<file path="src/rtl/dcm_drp_pkg.sv">
// Shared types and constants for the DCM DRP arbiter: FSM encodings,
// DRP bus widths and the configuration register addresses.
package dcm_drp_pkg;

  localparam int DRP_AW  = 7;
  localparam int DRP_DW  = 16;
  localparam int MAX_REQ = 8;

  localparam logic [DRP_AW-1:0] ADDR_00H = 7'h00;
  localparam logic [DRP_AW-1:0] ADDR_41H = 7'h41;
  localparam logic [DRP_AW-1:0] ADDR_50H = 7'h50;
  localparam logic [DRP_AW-1:0] ADDR_51H = 7'h51;

  typedef enum logic [1:0] {
    ST_IDLE  = 2'b00,
    ST_ISSUE = 2'b01,
    ST_WAIT  = 2'b10,
    ST_HOLD  = 2'b11
  } drp_state_e;

  // True while an access is on the DRP and not yet completed.
  function automatic logic is_busy_state(input drp_state_e s);
    is_busy_state = (s == ST_ISSUE) || (s == ST_WAIT);
  endfunction

endpackage

</file>
<file path="src/rtl/dcm_drp_arbiter_rr.sv">
// Round-robin winner selection: scans the pending mask starting one past
// the last owner and returns the first set index.
module rr_priority_select
  import dcm_drp_pkg::*;
#(
  parameter int N_REQ = 2
) (
  input  logic [N_REQ-1:0] pending_i,
  input  logic [2:0]       last_i,
  output logic [2:0]       winner_o,
  output logic             valid_o
);

  logic [MAX_REQ-1:0] pend_ext;

  assign pend_ext = MAX_REQ'(pending_i);

  // Rotate-and-priority-encode, last owner gets the lowest priority.
  always_comb begin
    int   idx;
    logic hit;
    winner_o = 3'd0;
    valid_o  = 1'b0;
    idx      = 0;
    hit      = 1'b0;
    for (int k = 1; k <= N_REQ; k++) begin
      idx      = int'(last_i) + k;
      idx      = (idx >= N_REQ) ? idx - N_REQ : idx;
      hit      = !valid_o && pend_ext[idx[2:0]];
      winner_o = hit ? idx[2:0] : winner_o;
      valid_o  = valid_o | hit;
    end
  end

endmodule

</file>
<file path="src/rtl/dcm_drp_arbiter.sv">
// Shares one DCM DRP port between N_REQ requesters: round-robin grant,
// optional ownership lock for read-modify-write sequences, drdy watchdog.
module dcm_drp_arbiter
  import dcm_drp_pkg::*;
#(
  parameter int N_REQ   = 2,
  parameter int TIMEOUT = 255
) (
  input  logic                     clock,
  input  logic                     reset_n,
  input  logic [N_REQ-1:0]         req_strobe,
  input  logic [N_REQ-1:0]         req_we,
  input  logic [N_REQ-1:0]         req_lock,
  input  logic [DRP_AW*N_REQ-1:0]  req_addr,
  input  logic [DRP_DW*N_REQ-1:0]  req_di,
  input  logic [DRP_DW-1:0]        dcm_do,
  input  logic                     drdy,
  output logic                     den,
  output logic                     dwe,
  output logic [DRP_AW-1:0]        daddr,
  output logic [DRP_DW-1:0]        di,
  output logic [N_REQ-1:0]         ack,
  output logic                     err,
  output logic [DRP_DW-1:0]        rdata,
  output logic [2:0]               owner,
  output logic [1:0]               state_out
);

  localparam logic [15:0] TO_LAST = 16'(TIMEOUT - 1);

  drp_state_e         state_q;
  logic [2:0]         owner_q;
  logic [2:0]         last_q;
  logic [N_REQ-1:0]   pending_q;
  logic [N_REQ-1:0]   pending_d;
  logic               den_q;
  logic               dwe_q;
  logic               we_q;
  logic               err_q;
  logic [N_REQ-1:0]   ack_q;
  logic [DRP_AW-1:0]  daddr_q;
  logic [DRP_DW-1:0]  di_q;
  logic [DRP_DW-1:0]  rdata_q;
  logic [15:0]        cnt_q;

  logic [DRP_AW-1:0]  addr_arr [MAX_REQ];
  logic [DRP_DW-1:0]  di_arr   [MAX_REQ];
  logic [MAX_REQ-1:0] we_ext;
  logic [MAX_REQ-1:0] lock_ext;
  logic [MAX_REQ-1:0] pend_eff_ext;
  logic [N_REQ-1:0]   owner_oh;
  logic [N_REQ-1:0]   grant_oh;
  logic [N_REQ-1:0]   inflight;
  logic [N_REQ-1:0]   accepted;
  logic [N_REQ-1:0]   pend_eff;
  logic [2:0]         sel_idx;
  logic               sel_valid;
  logic               grant_idle;
  logic               grant_hold;
  logic [2:0]         grant_idx;

  // Requester fields padded to MAX_REQ so a 3-bit index is always in range.
  for (genvar g = 0; g < MAX_REQ; g++) begin : g_unpack
    if (g < N_REQ) begin : g_used
      assign addr_arr[g] = req_addr[DRP_AW*g +: DRP_AW];
      assign di_arr[g]   = req_di[DRP_DW*g +: DRP_DW];
    end else begin : g_pad
      assign addr_arr[g] = '0;
      assign di_arr[g]   = '0;
    end
  end

  assign we_ext   = MAX_REQ'(req_we);
  assign lock_ext = MAX_REQ'(req_lock);

  // A strobe is taken only if that requester is neither pending nor on the bus.
  always_comb begin
    owner_oh = '0;
    for (int i = 0; i < N_REQ; i++) begin
      owner_oh[i] = (owner_q == 3'(i));
    end
    if (is_busy_state(state_q)) begin
      inflight = owner_oh;
    end else begin
      inflight = '0;
    end
    accepted = req_strobe & ~pending_q & ~inflight;
    pend_eff = pending_q | accepted;
  end

  rr_priority_select #(
    .N_REQ (N_REQ)
  ) u_rr (
    .pending_i (pend_eff),
    .last_i    (last_q),
    .winner_o  (sel_idx),
    .valid_o   (sel_valid)
  );

  // In HOLD only the locking owner can be granted; others keep accumulating.
  always_comb begin
    pend_eff_ext = MAX_REQ'(pend_eff);
    grant_hold   = (state_q == ST_HOLD) && pend_eff_ext[owner_q];
    grant_idle   = (state_q == ST_IDLE) && sel_valid;
    if (grant_hold) begin
      grant_idx = owner_q;
    end else begin
      grant_idx = sel_idx;
    end
    grant_oh = '0;
    for (int i = 0; i < N_REQ; i++) begin
      grant_oh[i] = (grant_idx == 3'(i));
    end
    if (grant_idle || grant_hold) begin
      pending_d = pend_eff & ~grant_oh;
    end else begin
      pending_d = pend_eff;
    end
  end

  // Arbiter FSM with all DRP-side and requester-side outputs registered.
  always_ff @(posedge clock or negedge reset_n) begin
    if (!reset_n) begin
      state_q   <= ST_IDLE;
      owner_q   <= 3'd0;
      last_q    <= 3'(N_REQ - 1);
      pending_q <= '0;
      den_q     <= 1'b0;
      dwe_q     <= 1'b0;
      we_q      <= 1'b0;
      err_q     <= 1'b0;
      ack_q     <= '0;
      daddr_q   <= '0;
      di_q      <= '0;
      rdata_q   <= '0;
      cnt_q     <= 16'd0;
    end else begin
      pending_q <= pending_d;
      den_q     <= 1'b0;
      dwe_q     <= 1'b0;
      ack_q     <= '0;
      err_q     <= 1'b0;
      if (grant_idle || grant_hold) begin
        owner_q <= grant_idx;
        last_q  <= grant_idx;
        daddr_q <= addr_arr[grant_idx];
        di_q    <= di_arr[grant_idx];
        we_q    <= we_ext[grant_idx];
      end
      case (state_q)
        ST_IDLE: begin
          if (grant_idle) begin
            state_q <= ST_ISSUE;
          end
        end
        ST_ISSUE: begin
          den_q   <= 1'b1;
          dwe_q   <= we_q;
          cnt_q   <= 16'd0;
          state_q <= ST_WAIT;
        end
        ST_WAIT: begin
          if (drdy) begin
            rdata_q <= dcm_do;
            ack_q   <= owner_oh;
            err_q   <= 1'b0;
            state_q <= lock_ext[owner_q] ? ST_HOLD : ST_IDLE;
          end else if (cnt_q == TO_LAST) begin
            // Watchdog expiry: complete with error and drop any lock.
            ack_q   <= owner_oh;
            err_q   <= 1'b1;
            state_q <= ST_IDLE;
          end else begin
            cnt_q <= cnt_q + 16'd1;
          end
        end
        ST_HOLD: begin
          if (grant_hold) begin
            state_q <= ST_ISSUE;
          end else if (!lock_ext[owner_q]) begin
            state_q <= ST_IDLE;
          end
        end
        default: begin
          state_q <= ST_IDLE;
        end
      endcase
    end
  end

  assign den       = den_q;
  assign dwe       = dwe_q;
  assign daddr     = daddr_q;
  assign di        = di_q;
  assign ack       = ack_q;
  assign err       = err_q;
  assign rdata     = rdata_q;
  assign owner     = owner_q;
  assign state_out = state_q;

endmodule

</file>
<file path="config.mk">
export PLATFORM = sky130hd
export DESIGN_NAME = dcm_drp_arbiter
export DESIGN_NICKNAME = d
export VERILOG_FILES = /design/src/rtl/dcm_drp_pkg.sv /design/src/rtl/dcm_drp_arbiter_rr.sv /design/src/rtl/dcm_drp_arbiter.sv
export SDC_FILE = /design/constraint.sdc
export NUM_CORES = 1
export LEC_CHECK = 0
export CORE_MARGIN = 2
export CORE_UTILIZATION = 55
export CTS_CLUSTER_SIZE = 14
export DETAILED_ROUTE_END_ITERATION = 6
export DONT_BUFFER_PORTS = 1
export PLACE_DENSITY = 0.76
export SYNTH_ARGS = -nofsm -noshare
export SYNTH_HDL_FRONTEND = slang
export SYNTH_HIERARCHICAL = 1
export SYNTH_SLANG_ARGS = --single-unit
</file>
<file path="constraint.sdc">
create_clock -name clock -period 6.8 [get_ports clock]
set_input_delay 0.68 -clock clock [delete_from_list [all_inputs] [get_ports clock]]
set_output_delay 0.68 -clock clock [all_outputs]
set_load 0.05 [all_outputs]
</file>
# --- Word level (Yosys, flattened, before mapping) ---
# Cells that the tools add are included.
# W data, S select, Z words.
word_totals:
  reg_bits: 71
  in_bits: 71
  out_inout_bits: 49
  wordCells: 99
classes:
  add_sub_neg: 5
  n_lt_le_gt_ge: 7
  n_eq_ne: 11
  muxes: 41
  n_bitwise: 9
  reduce_logical: 13
ops:
  columns: ["op", "n"]
  rows:
  - ["$mux W16", 4]
  - ["$bmux W16 S3", 1]
  - ["$pmux W16 S2", 1]
  - ["$mux W2", 11]
  - ["$bmux W7 S3", 1]
  - ["$add A16 B1 Y16 const B", 1]
  - ["$eq A16 B8 Y1 const B", 1]
  - ["$lt A3 B4 Y1 const B", 4]
  - ["$bmux W1 S3", 5]
  - ["$mux W3", 5]
  - ["$mux W7", 2]
  - ["$mux W1", 10]
  - ["$ge A4 B2 Y1 const B", 2]
  - ["$pmux W2 S4", 1]
  - ["$and A2 B2 Y2", 3]
  - ["$eq A3 B1 Y1 const B", 2]
  - ["$logic_not A3 Y1", 2]
  - ["$ne A2 B2 Y1 const B", 3]
  - ["$not A2 Y2", 3]
  - ["$reduce_and A3 Y1", 2]
  - ["$sub A3 B3 Y3 const B", 2]
  - ["$add A3 B1 Y4 const B", 1]
  - ["$add A3 B2 Y4 const B", 1]
  - ["$eq A2 B2 Y1 const B", 2]
  - ["other kinds (13)", 16]

# --- Depth between registers and ports, before layout ---
# Gate-level depths: netlist of run 1.
depth:
  ltp_word: 16
  mapped_depth: 14
  depth_no_buf: 13

# --- Cells and area by module ---
# Netlist of run 1, hierarchy kept.
modules_own_cells:
  columns: ["module", "n_inst", "cells_each", "area_each_um2", "seq_area_each_um2"]
  rows:
  - ["dcm_drp_arbiter", 1, 341, 3557.2, 1727.9]
  - ["rr_priority_select", 1, 24, 212.7, 0.0]

# --- Worst setup path before layout of run 1 ---
# OpenSTA, ideal clock, no wires.
synth_path:
  path_kind: "register to register"
  from: "reg state_q[0], in the netlist state_out[0]"
  to: "reg daddr_q[0], in the netlist daddr[0]"
  setup_ns: 0.066
  arrival_ns: 3.067
  required_time_ns: 6.734
  path_slack_ns: 3.667
  path_stages_with_launch: 15
  path_buffers: 2
  synth_period_minus_slack_ns: 3.133
  path_cell_list: "dfrtp_1 -> inv_1 -> ha_1 -> inv_1 -> o21ai_0 -> nand2_1 -> mux2_4 -> o211a_1 -> o21bai_1 -> nand2_1 -> clkbuf_1 -> clkbuf_1 -> nand2_1 -> o21ai_0 -> a221o_1"
synth_via:
  word_cells_on_any_way: 28
  classes_between: "3 x eq/ne; 13 x mux; 5 x bitwise; 7 x reduce/logical"
synth_rtl:
  columns: ["element", "line", "rtl"]
  rows:
  - ["from (decl)", "dcm_drp_arbiter.sv:31", "drp_state_e state_q;"]
  - ["from (signal assigned)", "dcm_drp_arbiter.sv:167", "state_q <= lock_ext[owner_q] ? ST_HOLD : ST_IDLE;"]
  - ["$eq A2 B1 Y1 or $eq A2 B2 Y1 (tied branches)", "dcm_drp_pkg.sv:23", "is_busy_state = (s == ST_ISSUE) || (s == ST_WAIT);"]
  - ["$logic_or A1 B1 Y1 *", "dcm_drp_pkg.sv:23", null]
  - ["$mux W2 *", "dcm_drp_arbiter.sv:82", "if (is_busy_state(state_q)) begin"]
  - ["$not A2 Y2 *", "dcm_drp_arbiter.sv:87", "accepted = req_strobe & ~pending_q & ~inflight;"]
  - ["$and A2 B2 Y2 *", "dcm_drp_arbiter.sv:87", null]
  - ["$or A2 B2 Y2 *", "dcm_drp_arbiter.sv:88", "pend_eff = pending_q | accepted;"]
  - ["named net pend_eff[1]", "dcm_drp_arbiter.sv:55", "logic [N_REQ-1:0] pend_eff;"]
  - ["$bmux W1 S3", "dcm_drp_arbiter_rr.sv:29", "hit = !valid_o && pend_ext[idx[2:0]];"]
  - ["$mux W1 (implied by the code)", "dcm_drp_arbiter_rr.sv:29", null]
  - ["$logic_not A1 Y1", "dcm_drp_arbiter_rr.sv:29", null]
  - ["$logic_and A1 B1 Y1", "dcm_drp_arbiter_rr.sv:29", null]
  - ["$or A1 B1 Y1 *", "dcm_drp_arbiter_rr.sv:31", "valid_o = valid_o | hit;"]
  - ["named net sel_valid", "dcm_drp_arbiter.sv:57", "logic sel_valid;"]
  - ["$logic_and A1 B1 Y1 *", "dcm_drp_arbiter.sv:104", "grant_idle = (state_q == ST_IDLE) && sel_valid;"]
  - ["$logic_or A1 B1 Y1 *", "dcm_drp_arbiter.sv:143", "if (grant_idle || grant_hold) begin"]
  - ["to (signal assigned)", "dcm_drp_arbiter.sv:146", "daddr_q <= addr_arr[grant_idx];"]
  - ["to (decl)", "dcm_drp_arbiter.sv:41", "logic [DRP_AW-1:0] daddr_q;"]
# Mark *: on every way through the listed nets, which the timed path passes. The rest lies on a longest branch. The select of a mux whose other input is x is not followed.
# A chain may end at the register's enable or synchronous reset.

# --- Worst setup path in the final report of run 1 ---
layout_path:
  from: "reg state_q[0], in the netlist state_out[0]"
  to: "reg di_q[11], in the netlist di[11]"
layout_via:
  word_cells_on_any_way: 28
  classes_between: "3 x eq/ne; 13 x mux; 5 x bitwise; 7 x reduce/logical"
layout_rtl:
  columns: ["element", "line", "rtl"]
  rows:
  - ["$eq A2 B1 Y1 or $eq A2 B2 Y1 (tied branches)", "dcm_drp_pkg.sv:23", null]
  - ["$logic_or A1 B1 Y1 *", "dcm_drp_pkg.sv:23", null]
  - ["$mux W2 *", "dcm_drp_arbiter.sv:82", null]
  - ["$not A2 Y2 *", "dcm_drp_arbiter.sv:87", null]
  - ["$and A2 B2 Y2 *", "dcm_drp_arbiter.sv:87", null]
  - ["$or A2 B2 Y2 *", "dcm_drp_arbiter.sv:88", null]
  - ["named net pend_eff[1]", "dcm_drp_arbiter.sv:55", null]
  - ["$bmux W1 S3", "dcm_drp_arbiter_rr.sv:29", null]
  - ["$mux W1 (implied by the code)", "dcm_drp_arbiter_rr.sv:29", null]
  - ["$logic_not A1 Y1", "dcm_drp_arbiter_rr.sv:29", null]
  - ["$logic_and A1 B1 Y1", "dcm_drp_arbiter_rr.sv:29", null]
  - ["$or A1 B1 Y1 *", "dcm_drp_arbiter_rr.sv:31", null]
  - ["named net sel_valid", "dcm_drp_arbiter.sv:57", null]
  - ["$logic_and A1 B1 Y1 *", "dcm_drp_arbiter.sv:104", null]
  - ["$logic_or A1 B1 Y1 *", "dcm_drp_arbiter.sv:143", null]
  - ["to (signal assigned)", "dcm_drp_arbiter.sv:147", "di_q <= di_arr[grant_idx];"]
  - ["to (decl)", "dcm_drp_arbiter.sv:42", "logic [DRP_DW-1:0] di_q;"]
# Marks and branches as above.

==> impl_metrics.tcl, run 1 <==
set metrics [dict create \
    grt_overflow 0 \
    synth_cells 365 \
    num_antenna_cells 0 \
    dr.pass1.iters 4 \
    pre_cts_ws_ns 2.547 \
    fillers 561 \
    cts_hold_buf 0 \
    crit_fanout 29 \
    synth.ff_latch_count 69 \
    postCtsSetupBuffers 0 \
    clk_root_buffer_cell "clkbuf_8" \
    grt_pass1_vias 2804 \
    async_reset_ff_share_pct 100.0 \
    crit_path_end_kind "register" \
    fp-row-count 30 \
    grt_max_degree 70 \
    placed_area_um2 3715 \
    syn_area_um2 3770 \
    htreeDepth 3 \
    finalHoldWorstSlack_ns 0.02358 \
    outcome "complete, no violations" \
    grt_pass1_wl_mm 13.90 \
    drv_cap 0 \
    clock-sinks 69 \
    dieHeight_um 86.79 \
    fin_ws_ns 2.439 \
    ant_nets 0 \
    ir_drop_v 0.0002511 \
    io_pins 120 \
    hold_viol_final 0 \
    fin_total_pwr_mw 2.081 \
    leakagePower_nw 1.660 \
    worst_pin_slew_ns 1.107 \
    max_slew_margin_pct 26.19 \
    synth-seq-area-share_pct 45.83 \
    cts-buffers-inserted 9 \
    initial_core_util_pct 56.11 \
    fin_tns_setup_ns 0 \
    slew_viol_final 0 \
    fin_nets 434 \
    setup_viol 0 \
    design_area_um2 3946 \
    skew_ns 0.01364 \
    min_path_type "in -> async" \
    wl_per_cell_um 20.45 \
    clock_latency_ns 0.35 \
    core_um2 6719 \
    clockBufferDepth 2 \
    clkTransAtPathRegs_ns 0.08 \
    routed_wl_mm 8.895 \
    required_ns 7.07 \
    synth_warnings 6 \
    die_x_um 86.79 \
    power_density_nw_per_um2 527.3 \
    cts_resized 0 \
    yosys.cell_types.count 56 \
    fin_crit_sh_pct 64.13 \
    crit_arrival_ns 4.63 \
    drc 0 \
    mostFrequentLayoutCell "dfrtp_1" \
    cts_tree "yes" \
    synth_edf_count 0 \
    avgViaCountPerCell 6.754 \
    track_usage_pct 23.61 \
    drive_above_1_share_pct 12.68 \
    start_kind "register" \
    numPortBuffers 0 \
    crit_type "reg -> reg" \
    rsz0062_at_grt "false" \
    fmax_mhz 229.3 \
    syn_avg_cell_area_um2 10.33 \
    place_congestion 0.7917 \
    synthFlopType "dfrtp_1" \
    dr.first_iter.drc_count 146 \
    final_util_pct 58.73 \
    stdcell_count 435 \
    min_period_ns 4.361 \
    dpl.hpwl_mm 5.955 \
    die-area_um2 7533 \
    r2r_setup_slack_ns 2.44 \
    antenna_found_initial 0 \
    vias 2938 \
    area_delta_synth_final_pct 4.680 \
    final_cell_mix "dfrtp_1 (68), nand2_1 (41), o21ai_0 (31)" \
    placedCellCount 419 \
]
-- metal layers --
| layer | vias up | wire length [um] | track usage, % | part of all wire [%] |
|---|---|---|---|---|
| met4 | 0 | 138 | 8.807 | 1.6 |
| met1 | 1480 | 3652 | 31.17 | 41 |
| met5 | - | 0 | 0 | 0 |
| met3 | 11 | 672 | 4.952 | 7.6 |
| met2 | 126 | 4432 | 38.24 | 50 |
| li1 | 1321 | - | - | - |
-- cell usage after synthesis, types with 3 or more instances --
cell / n / area share (%)
inv_1: 9 / 0.90
xnor2_1: 4 / 0.93
o21ai_1: 4 / 0.53
nand2_1: 41 / 4.1
clkbuf_1: 14 / 1.4
nor2b_1: 3 / 0.50
mux2_2: 17 / 5.1
nor3_1: 4 / 0.53
a221o_1: 24 / 6.4
buf_2: 4 / 0.53
nand2b_1: 3 / 0.50
ha_1: 13 / 4.3
and3_1: 5 / 0.83
dfrtp_1: 68 / 45
o21ai_0: 31 / 4.1
buf_4: 4 / 0.80
nand4_1: 6 / 1.0
nor4_1: 3 / 0.50
a21oi_1: 11 / 1.5
nand4b_1: 24 / 5.6
nand3_1: 11 / 1.5
or3_1: 6 / 1.0
buf_6: 4 / 1.2
a31oi_1: 3 / 0.50
nor3b_1: 4 / 0.80
nor2_1: 9 / 0.90
xor2_1: 3 / 0.70
-- area by class of cell --
class	instances	area, um^2	area share [%]
clock inverter	6	93.84	2.378
inverter	10	38.79	0.9829
timing repair buffer	1	7.507	0.1902
sequential	69	1728	43.79
clock buffer	10	137.6	3.488
multi-input combinational	259	1841	46.64
tap	80	100.1	2.536
-- flip-flops by register name, indices dropped and copies added, names as in the netlist, 2 cells and up --
signal     count
ack            2
rdata         16
cnt_q         16
pending_q      2
state_out      2
owner          3
daddr          7
di            16
-- report_power, final --
part / total [mW] / internal (mW) / switching, mW / leakage (nW)
registers: 0.992 / 0.530 / 0.462 / 0.892
clock network: 0.380 / 0.219 / 0.161 / 0.113
logic: 0.709 / 0.288 / 0.421 / 0.655
total: 2.08 / 1.04 / 1.04 / 1.66
-- worst max-delay path: stages (launching register included) --
cell	delay [ns]
dfrtp_1	0.74
inv_1	0.19
ha_1	0.37
inv_1	0.06
o21ai_0	0.08
nand2_1	0.14
mux2i_1	0.12
or2_2	0.29
o21bai_1	0.21
nand2_1	0.67
nor3_4	1.09
a221o_1	0.31
-- cell families (layout without fill, tap and decap cells) --
logic type	Yosys count	count (layout)	synth area share [%]
DFF	69	69	45.83
AOI/OAI and AO/OA	87	87	16.60
and+or+nand+nor	130	130	20.08
xor gates and xnor gates	7	7	1.626
muxes	20	20	6.007
other	1	2	0.09947
buffers and inverters	38	27	5.443
adders and majority gates	13	13	4.315
-- path summary, 6_finish.rpt --
kind | startpoint | to | cells after the start
setup / recovery | state_out[0] | di[11] | 11
hold / removal | reset_n | di[1] | 0
setup reg to reg | state_out[0] | di[11] | 11
hold reg to reg | cnt_q[4] | cnt_q[4] | 1
max in group asynchronous | reset_n | last_q[0] | 0
min in group clock | req_di[20] | di[4] | 1
(Power assumes the default switching activity.)
==> inputs of run 2 (changes only) <==
--- a/config.mk
+++ b/config.mk
@@ -5,6 +5,7 @@
 export SDC_FILE = /design/constraint.sdc
 export NUM_CORES = 1
 export LEC_CHECK = 0
+export ABC_AREA = 1
 export CORE_MARGIN = 2
 export CORE_UTILIZATION = 55
 export CTS_CLUSTER_SIZE = 14
==> constraint.sdc (replaced) <==
create_clock -name clock -period 4.2 [get_ports clock]
set_input_delay 0.42 -clock clock [delete_from_list [all_inputs] [get_ports clock]]
set_output_delay 0.42 -clock clock [all_outputs]
set_load 0.05 [all_outputs]
==> impl_metrics.tcl, run 2 <==
set metrics [dict create \
    routed_wl_mm 8.429 \
    fin_tns_setup_ns 0 \
    dieHeight_um 87.04 \
    yosys.cell_types.count 34 \
    synthFlopType "dfrtp_1" \
    synth-seq-area-share_pct 45.56 \
    synth_top_family_by_area "simple AND/OR/NAND/NOR gates" \
    ir_drop_v 0.0002279 \
    crit_arrival_ns 3.54 \
    start_kind "register" \
    die-area_um2 7575 \
    synth_top_area_share_pct 44.87 \
    wl_per_cell_um 15.21 \
    fmax_mhz 307.1 \
    postCtsSetupBuffers 0 \
    placed_area_um2 3742 \
    dpl.hpwl_mm 5.983 \
    worst_pin_slew_ns 0.7516 \
    synth_compound_area_share_pct 4.388 \
    dr.first_iter.drc_count 169 \
    cts_resized 0 \
    holdPathStages 1 \
    setup_viol 0 \
    numPortBuffers 0 \
    synth_most_common_cell "nand2_1" \
    core_um2 6719 \
    synth.area.mux_share_pct 0 \
    ant_nets 0 \
    synth_warnings 6 \
    crit_path_end_kind "register" \
    max_slew_margin_pct 49.89 \
    synthAdderAreaFrac_pct 4.289 \
    placedCellCount 536 \
    fin_nets 553 \
    htreeDepth 3 \
    grt_pass1_wl_mm 14.03 \
    slowest_stage "dfrtp_1" \
    rsz0062_at_grt "false" \
    clock_latency_ns 0.35 \
    clkTransAtPathRegs_ns 0.07 \
    avgViaCountPerCell 5.579 \
    skew_ns 0.009957 \
    async_reset_ff_share_pct 100.0 \
    synth_cells 474 \
    cts-buffers-inserted 9 \
    worstHoldStart "drdy" \
    hold_viol_final 0 \
    synth.ff_latch_count 69 \
    fin_total_pwr_mw 1.234 \
    r2r_setup_slack_ns 0.94 \
    reg2reg_depth 17 \
    io_pins 120 \
    clk_root_buffer_cell "clkbuf_8" \
    place_congestion 0.9530 \
    clockBufferDepth 2 \
    power_density_nw_per_um2 310.2 \
    antenna_found_initial 0 \
    yosys.area_share.xor_xnor_pct 1.617 \
    grt_overflow 0 \
    dr.pass1.iters 4 \
    leakagePower_nw 2.015 \
    slew_viol_final 0 \
    synth-simple-area-share_pct 35.27 \
    multi_input_comb_area_um2 1735 \
    mostFrequentLayoutCell "nand2_1" \
    rr_endpoint "di[1]" \
    r2r_start "state_out[1]" \
    crit_fanout 50 \
    fillers 598 \
    track_usage_pct 23.88 \
    cts_tree "yes" \
    design_area_um2 3978 \
    drc 0 \
    final_cell_mix "nand2_1 (126), nand3_1 (96), dfrtp_1 (68)" \
    fin_crit_sh_pct 77.52 \
    synth_area_leaders "dfrtp_1 (45%), nand3_1 (13%), nand2_1 (12%)" \
    critPathMostFrequentCell "nand2_1" \
    grt_pass1_vias 3011 \
    seq_area_um2 1728 \
    num_antenna_cells 0 \
    synth_edf_count 0 \
    drive_above_1_share_pct 10.13 \
    synth_top_area_cell "dfrtp_1" \
    min_period_ns 3.256 \
    cts_hold_buf 2 \
    syn_avg_cell_area_um2 8.001 \
    slowest_delay_ns 0.74 \
    netlist_top_cells_count "nand2_1 (126), nand3_1 (96), dfrtp_1 (68)" \
    fp-row-count 30 \
    finalHoldWorstSlack_ns 0.1541 \
    syn_area_um2 3792 \
    min_to "err" \
    vias 3091 \
    crit_type "reg -> reg" \
    drv_cap 0 \
    crit_chain "inv_1, ha_1, nand4_1, nand2_1, nand2_1, inv_1, nand2_1, nand2_1, nor2_1, nand3_1, nand2_2, nand2_1, or2_2, o21ai_4, buf_4, nand3_1, nand3_1" \
    outcome "complete, no violations" \
    stdcell_count 554 \
    clock-sinks 69 \
    area_delta_synth_final_pct 4.883 \
    initial_core_util_pct 56.44 \
    min_path_type "in -> reg" \
    grt_max_degree 70 \
    required_ns 4.48 \
    die_x_um 87.04 \
]
[run 2: power by group]
group	leakage, nW	total (mW)	switching (mW)	internal (mW)
sequential	0.935	0.664	0	0.664
clock	0.100	0.553	0.276	0.277
combinational	0.980	0.0173	0.0135	0.00384
[run 2: metrics by stage]
| step | setup slack (ns) | util [%] |
|---|---|---|
| 6_report | 0.9441 | 59.20 |
| 3_5_place_dp | 0.9733 | 55.70 |
| 2_1_floorplan | 1.483 | - |
| 3_3_place_gp | 1.102 | 55.70 |
| 4_1_cts | 0.9527 | 59.20 |
| 5_1_grt | 0.6169 | 59.20 |
[run 2: how the worst max path moves through the flow]
| stage | endpoint | slack (ns) | startpoint |
|---|---|---|---|
| 4_1_cts | di[1] | 0.95 | state_out[1] |
| 5_1_grt | we_q | 0.62 | state_out[1] |
| 3_5_place_dp | di[1] | 0.97 | state_out[0] |
| 2_1_floorplan | daddr[0] | 1.48 | state_out[0] |
| 3_3_place_gp | di[3] | 1.10 | state_out[1] |
| 6_report | di[1] | 0.94 | state_out[1] |
[run 2: kinds of logic after synthesis]
group / count (synthesis)
AOI/OAI and AO/OA: 29
and+or+nand+nor: 290
adders and majority gates: 13
buffers and inverters: 65
other: 1
xor gates and xnor gates: 7
DFF: 69
[run 2: cell type report]
class	instances	share of cell area, %
multi-input cells	341	43.63
flip-flops and latches	69	43.44
inverters	45	4.310
clock buffers	9	3.114
well taps	80	2.517
clock inverters	7	1.856
repair buffers	3	1.132
[run 2: routing by layer]
layer	up-vias	global-route usage, %	share of wire, %
li1	1524	-	-
met1	1426	32.04	44
met2	123	36.92	46
met3	18	5.782	7.5
met4	0	10.37	2.4
met5	-	0	0
[run 2: worst max-delay path: cells and delay by family (launching register included)]
kind / cells / cell delay, ns
AOI/OAI and AO/OA: 1 / 0.12
adders and majority gates: 1 / 0.33
buffers and inverters: 3 / 0.63
DFF: 1 / 0.74
and+or+nand+nor: 12 / 1.33
